--- config.mk ---
export PLATFORM = sky130hd
export DESIGN_NAME = ex_issue_seq
export DESIGN_NICKNAME = d
export VERILOG_FILES = /design/src/rtl/ex_seq_pkg.sv /design/src/rtl/ex_seq_fifo.sv /design/src/rtl/ex_issue_seq.sv
export SDC_FILE = /design/constraint.sdc
export NUM_CORES = 1
export LEC_CHECK = 0
export BUFFER_PORTS_ARGS = -buffer_cell sky130_fd_sc_hd__buf_2
export CORE_UTILIZATION = 60
export CTS_CLUSTER_SIZE = 20
export DETAILED_ROUTE_END_ITERATION = 8
export GPL_TIMING_DRIVEN = 0
export PLACE_DENSITY = 0.88
export SLEW_MARGIN = 15
export SYNTH_ARGS = -nofsm -noshare
export SYNTH_HDL_FRONTEND = slang
export SYNTH_SLANG_ARGS = --single-unit
--- constraint.sdc ---
create_clock -name clk -period 3.4 [get_ports clk]
set_input_delay 0 -clock clk [delete_from_list [all_inputs] [get_ports clk]]
set_output_delay 0 -clock clk [all_outputs]
set_load 0.03 [all_outputs]
--- src/rtl/ex_seq_pkg.sv ---
// Shared opcode constants, FSM state type and op classification for the issue sequencer.
package ex_seq_pkg;

    localparam int unsigned OP_W   = 5;
    localparam int unsigned FLAG_W = 4;

    localparam logic [OP_W-1:0] OP_LD = 5'b10100;
    localparam logic [OP_W-1:0] OP_ST = 5'b10101;

    typedef enum logic [1:0] {
        S_IDLE    = 2'd0,
        S_ISSUE   = 2'd1,
        S_WAIT    = 2'd2,
        S_CAPTURE = 2'd3
    } state_t;

    // Loads and stores need the extra memory wait; everything else, including undefined codes, is ALU-class.
    function automatic logic is_mem_op(input logic [OP_W-1:0] op);
        return (op == OP_LD) || (op == OP_ST);
    endfunction

endpackage

--- src/rtl/ex_seq_fifo.sv ---
// Instruction FIFO: synchronous push/pop, async active-low flush, combinational head read.
module ex_seq_fifo #(
    parameter int unsigned DEPTH = 4,
    parameter int unsigned DW    = 29
) (
    input  logic                     clk,
    input  logic                     rst_n,
    input  logic                     push,
    input  logic                     pop,
    input  logic [DW-1:0]            wdata,
    output logic [DW-1:0]            rdata,
    output logic [$clog2(DEPTH):0]   count,
    output logic                     full,
    output logic                     empty
);

    localparam int unsigned PTR_W = $clog2(DEPTH);
    localparam int unsigned CNT_W = PTR_W + 1;

    logic [DW-1:0]    mem [DEPTH];
    logic [PTR_W-1:0] wr_ptr;
    logic [PTR_W-1:0] rd_ptr;

    // Storage needs no reset; only pointers and occupancy define validity.
    always_ff @(posedge clk) begin
        if (push) begin
            mem[wr_ptr] <= wdata;
        end
    end

    // Pointers wrap naturally because DEPTH is a power of two.
    always_ff @(posedge clk or negedge rst_n) begin
        if (!rst_n) begin
            wr_ptr <= '0;
            rd_ptr <= '0;
            count  <= '0;
        end else begin
            if (push) wr_ptr <= wr_ptr + PTR_W'(1);
            if (pop)  rd_ptr <= rd_ptr + PTR_W'(1);
            case ({push, pop})
                2'b10:   count <= count + CNT_W'(1);
                2'b01:   count <= count - CNT_W'(1);
                default: count <= count;
            endcase
        end
    end

    assign rdata = mem[rd_ptr];
    assign full  = (count == CNT_W'(DEPTH));
    assign empty = (count == '0);

endmodule

--- src/rtl/ex_issue_seq.sv ---
// Issue sequencer: buffers decoded instructions, issues one at a time to the execution unit,
// waits ALU or memory latency, and holds the captured result until the consumer accepts it.
module ex_issue_seq
    import ex_seq_pkg::*;
#(
    parameter int unsigned WIDTH   = 8,
    parameter int unsigned DEPTH   = 4,
    parameter int unsigned MEM_LAT = 2
) (
    input  logic                     clk,
    input  logic                     reset,
    input  logic                     in_valid,
    output logic                     in_ready,
    input  logic [OP_W-1:0]          in_op,
    input  logic [WIDTH-1:0]         in_a,
    input  logic [WIDTH-1:0]         in_b,
    input  logic [WIDTH-1:0]         in_data,
    output logic                     ex_valid,
    output logic [OP_W-1:0]          ex_op,
    output logic [WIDTH-1:0]         ex_a,
    output logic [WIDTH-1:0]         ex_b,
    output logic [WIDTH-1:0]         ex_data_in,
    input  logic [WIDTH-1:0]         ex_ans,
    input  logic [FLAG_W-1:0]        ex_flag,
    input  logic [WIDTH-1:0]         ex_dm,
    output logic                     res_valid,
    input  logic                     res_ready,
    output logic [WIDTH-1:0]         res_ans,
    output logic [FLAG_W-1:0]        res_flag,
    output logic [WIDTH-1:0]         res_dm,
    output logic [$clog2(DEPTH):0]   fifo_count,
    output logic                     busy
);

    localparam int unsigned ENTRY_W = OP_W + 3 * WIDTH;
    localparam int unsigned WCNT_W  = (MEM_LAT > 1) ? $clog2(MEM_LAT) : 1;

    state_t             state;
    logic [WCNT_W-1:0]  wait_cnt;
    logic [ENTRY_W-1:0] head;
    logic               push;
    logic               pop;
    logic               full;
    logic               empty;

    // No push-through when full: a pop in the same cycle does not open a slot.
    assign in_ready = reset && !full;
    assign push     = in_valid && in_ready;
    assign pop      = (state == S_IDLE) && !empty && (!res_valid || res_ready);
    assign busy     = (state != S_IDLE) || !empty;

    ex_seq_fifo #(
        .DEPTH (DEPTH),
        .DW    (ENTRY_W)
    ) u_fifo (
        .clk   (clk),
        .rst_n (reset),
        .push  (push),
        .pop   (pop),
        .wdata ({in_op, in_a, in_b, in_data}),
        .rdata (head),
        .count (fifo_count),
        .full  (full),
        .empty (empty)
    );

    // Sequencer FSM with registered issue and result outputs; a CAPTURE reload overrides a same-cycle drain.
    always_ff @(posedge clk or negedge reset) begin
        if (!reset) begin
            state      <= S_IDLE;
            wait_cnt   <= '0;
            ex_valid   <= 1'b0;
            ex_op      <= '0;
            ex_a       <= '0;
            ex_b       <= '0;
            ex_data_in <= '0;
            res_valid  <= 1'b0;
            res_ans    <= '0;
            res_flag   <= '0;
            res_dm     <= '0;
        end else begin
            ex_valid <= 1'b0;
            if (res_valid && res_ready) begin
                res_valid <= 1'b0;
            end
            case (state)
                S_IDLE: begin
                    if (pop) begin
                        {ex_op, ex_a, ex_b, ex_data_in} <= head;
                        ex_valid <= 1'b1;
                        state    <= S_ISSUE;
                    end
                end
                S_ISSUE: begin
                    if (is_mem_op(ex_op)) begin
                        wait_cnt <= WCNT_W'(MEM_LAT - 1);
                        state    <= S_WAIT;
                    end else begin
                        state <= S_CAPTURE;
                    end
                end
                S_WAIT: begin
                    if (wait_cnt == '0) begin
                        state <= S_CAPTURE;
                    end else begin
                        wait_cnt <= wait_cnt - WCNT_W'(1);
                    end
                end
                S_CAPTURE: begin
                    res_valid <= 1'b1;
                    res_ans   <= ex_ans;
                    res_flag  <= ex_flag;
                    res_dm    <= ex_dm;
                    state     <= S_IDLE;
                end
                default: state <= S_IDLE;
            endcase
        end
    end

endmodule

==> results by group <==
Drt
  – DR vias/cell: about 5.5
  – First DRT Iteration DRCs: approximately 160
  – Residual DRC: 0
  – Wirelength per Cell: 19.3 um
  – Remaining antenna violation count: 0
  – TritonRoute pass-1 iters: 4
  – DR vias: approximately 3600
  – Post-Route WL: roughly 13 mm

Layout
  – Area used by multi-input combinational logic: around 1600 um^2
  – Post-route core utilization: 0.797
  – Fillers: 573
  – Nets: between 500 and 600
  – Antenna Cells: 0
  – Layout area overhead: 28.8%
  – Reg area: approximately 5000 um^2
  – Share of layout cells above drive strength 1: 0.454

Worst setup path
  – CP most frequent cell: inv_1
  – Crit Path Category: flip-flop to flip-flop
  – Worst setup SP type: flip-flop
  – CP peak stage delay: 0.43 ns
  – Worst-path cell chain: inv_1 > ha_1 > nand3_4 > buf_6 > inv_1 > ha_1 > inv_1 > fa_1 > xor2_1 > nor2_1 > xnor2_1
  – Critical Path RT: approximately 3.7 ns
  – Worst Setup End Kind: flip-flop
  – Crit-path max FO: 10
  – Critical Path AT: 2.69 ns
  – Slowest stage cell, crit path: dfrtp_1
  – Worst reg-to-reg setup slack: about 1.1 ns

Timing
  – Min Clock Period, post-route: approximately 2.3 ns
  – # setup viols final: 0
  – Worst Clk Skew: between 0.007 and 0.008 ns
  – Slew @ Worst Pin: 0.760 ns
  – Final Hold Fails: 0
  – Final period util: 0.690
  – Slew headroom: 0.493
  – Unrepaired setup endpoints after global routing: no
  – Setup TNS: 0 ns
  – FMAX: 426 MHz
  – Final Max Tran Viols: 0

Clock tree
  – Worst-Skew Late Latency: between 0.4 and 0.5 ns
  – CTS Buf Count: 17
  – CTS tree: built
  – H-Tree Depth: 4
  – Clock Tree Root: clkbuf_16
  – Bufs on Longest Clock Path: 2
  – Post-CTS Setup Inserts: 0
  – Num Clock Sinks: roughly 180
  – Clock Pin Slew Worst Setup and Hold Paths: about 0.060 ns

Floorplanning
  – Core ar.: approximately 11000 um^2
  – IO Count: around 110
  – Rows: 38
  – Die area: between 10000 and 15000 um^2
  – Die Y: roughly 110 um
  – Die width: 108 um
  – Starting density of the core: 0.619

Synthesis
  – Synth Net Count: 387
  – Post-synth cell types: 30
  – Post-synthesis adder-cell area fraction: 0.0214
  – Yosys reg bits: 177
  – Mapped cell area: between 6000 and 7000 um^2
  – Simple-gate share of the synthesized area: 0.0200
  – Largest family of logic cells by synthesized area: multiplexers
  – Cells after Synth: between 300 and 400
  – Complex-gate fraction of the synthesized area: 0.00555
  – Syn avg cell area: approximately 21 um^2
  – Mux contribution to synthesized area: 0.185
  – Xor-xnor portion of the synthesized cell area: 0.00777
  – Synthesis warning total: 0
  – Seq/Total Area, Yosys: 0.740

Outcome
  – Outcome: completed

Global route
  – Gr ovfl total: 0
  – Largest net degree at the start of global routing: 46
  – M2 GR Usage: 0.427
  – GR Util met1: 0.286
  – Vias in the first global route: ~4000
  – Total track usage: 0.241
  – Global-route wire length before repair: about 20 mm
  – GR Util met3: 0.0506
  – Most used routing layer in global routing: met2
  – Initial antenna violation count: 0

Place
  – Port bufs: roughly 110
  – Placer Congestion: between 0.7 and 0.8
  – Dpl hpwl: about 7.5 mm

Power
  – Worst vdd ir: between 0.5 and 0.6 mV
  – Reg power frac: 0.391
  – Comb pwr share: 0.366
  – Leak Pwr: roughly 0.0034 uW
  – Pwr dens: 917 nW/um^2
  – Sw Share: 0.339
  – Sw Pwr: around 2700 uW
  – Clock share of power: 0.243
  – Internal power: about 5300 uW

Worst hold path
  – Worst Hold Class: input port to async pin

Flow run
  – Max-cap viol count: 0
-- sequential cells by signal (all words and copies together), names as in the netlist --
signal,count
u_fifo.count,3
ex_data_in,8
res_flag,4
ex_b,8
u_fifo.mem,116
res_dm,8
ex_a,8
ex_valid,1
u_fifo.wr_ptr,2
res_valid,1
res_ans,8
ex_op,5
state,2
u_fifo.rd_ptr,2
wait_cnt,1
-- synth_stat cells --
| cell type | number | area (um^2) |
|---|---|---|
| edfxtp_1 | 116 | 3480 |
| dfrtp_1 | 61 | 1530 |
| mux2_2 | 51 | 574 |
| mux4_2 | 28 | 631 |
| inv_1 | 13 | 48.8 |
| ha_1 | 10 | 125 |
| buf_6 | 6 | 67.6 |
| clkbuf_1 | 5 | 18.8 |
| xnor2_1 | 5 | 43.8 |
| and2_1 | 4 | 25.0 |
| mux2i_1 | 2 | 20.0 |
| nand2b_1 | 2 | 12.5 |
| nand4_1 | 2 | 12.5 |
| o21ai_0 | 2 | 10.0 |
| a2bb2oi_1 | 1 | 8.76 |
| fa_1 | 1 | 20.0 |
| mux4_1 | 1 | 26.3 |
| nand2_1 | 1 | 3.75 |
| nand3_1 | 1 | 5.00 |
| nand3_4 | 1 | 17.5 |
| nand3b_1 | 1 | 7.51 |
| nor2_1 | 1 | 3.75 |
| nor2b_1 | 1 | 6.26 |
| nor4bb_1 | 1 | 10.0 |
| o311a_1 | 1 | 10.0 |
| o31a_1 | 1 | 8.76 |
| or2_2 | 1 | 6.26 |
| or3_4 | 1 | 11.3 |
| or4b_4 | 1 | 13.8 |
| xor2_1 | 1 | 8.76 |
-- layout make-up --
class | count | share of cell area
sequential | 177 | 0.575
timing repair buffer | 164 | 0.135
multi-input combinational | 122 | 0.187
inverter | 13 | 0.00560
buffer | 11 | 0.00991
clock inverter | 12 | 0.0182
clock buffer | 19 | 0.0497
tap | 140 | 0.0201
-- worst max-delay path: cells and delay by family, from the launching register on --
| kind | cells | cell delay [ns] |
|---|---|---|
| flip-flops | 1 | 0.43 |
| AND/OR/NAND/NOR | 2 | 0.28 |
| buffers and inverters | 4 | 0.47 |
| XOR/XNOR | 2 | 0.28 |
| adder cells (fa/ha/maj) | 3 | 0.83 |
-- kinds of logic (layout without fill, tap and decap cells) --
family | Yosys count | in the layout
simple gates | 18 | 18
xor+xnor | 6 | 6
compound gates | 5 | 5
flops | 177 | 177
fa+ha+maj | 11 | 11
buf+inv | 24 | 219
mux | 82 | 82
-- layout by cell type (no fill, tap or decap), types with 2 or more instances in the layout --
cell type,netlist,final
nand2b_1,2,2
xnor2_1,5,5
buf_6,6,6
dfrtp_1,61,61
bufinv_16,0,3
buf_2,0,107
inv_6,0,3
and2_2,0,4
nand4_1,2,2
dlygate4sd3_1,0,51
o21ai_0,2,2
inv_1,13,13
ha_1,10,10
mux4_2,28,28
mux2i_1,2,2
mux2_2,51,51
clkbuf_1,5,7
buf_12,0,2
buf_16,0,3
clkbuf_16,0,17
clkinvlp_4,0,5
edfxtp_1,116,116
-- layer usage --
metal	vias up	part of all wire	wire (um)
met5	-	0	0
met2	125	0.54	6830
met1	1841	0.39	4990
li1	1625	-	-
met3	27	0.046	586
met4	0	0.021	266
-- through the flow --
step | area (um^2) | hold WS [ns] | total power [uW] | std cells | setup slack [ns]
floorplan | 6770 | -0.296 | 5210 | 323 | 1.29
global placement | 7480 | 0.208 | 5860 | 571 | 0.113
detailed placement | 7610 | -0.107 | 6020 | 576 | 1.08
CTS | 8710 | 0.00351 | 8030 | 658 | 1.03
global route | 8710 | 0.0348 | 8340 | 658 | 0.870
finish | 8710 | 0.00847 | 7990 | 658 | 1.05
-- repair_timing --
action                    in CTS  in global routing
gates resized for setup        0                  0
hold endpoints to repair     198                  0
hold buffers                  51                  0
-- power groups by stage --
stage          Sequential [uW]  Combinational (uW)  Clock [uW]
2_1_floorplan             3770                1440           0
3_3_place_gp              3120                2740           0
3_5_place_dp              3150                2870           0
4_1_cts                   3120                2950        1960
5_1_grt                   3180                3120        2040
6_report                  3120                2930        1940
-- final timing paths --
path | from | cells past startpoint | endpoint
setup / recovery | state[0]$_DFFE_PN0P_ | 11 | u_fifo.count[2]$_DFFE_PN0P_
hold / removal | reset | 2 | res_ans[1]$_DFFE_PN0P_
setup reg to reg | state[0]$_DFFE_PN0P_ | 11 | u_fifo.count[2]$_DFFE_PN0P_
hold reg to reg | ex_a[1]$_DFFE_PN0P_ | 1 | ex_a[1]$_DFFE_PN0P_
max in group asynchronous | reset | 3 | ex_b[1]$_DFFE_PN0P_
min in group clk | in_valid | 3 | u_fifo.wr_ptr[0]$_DFFE_PN0P_
Note: power is estimated with default switching activity, not from simulation.
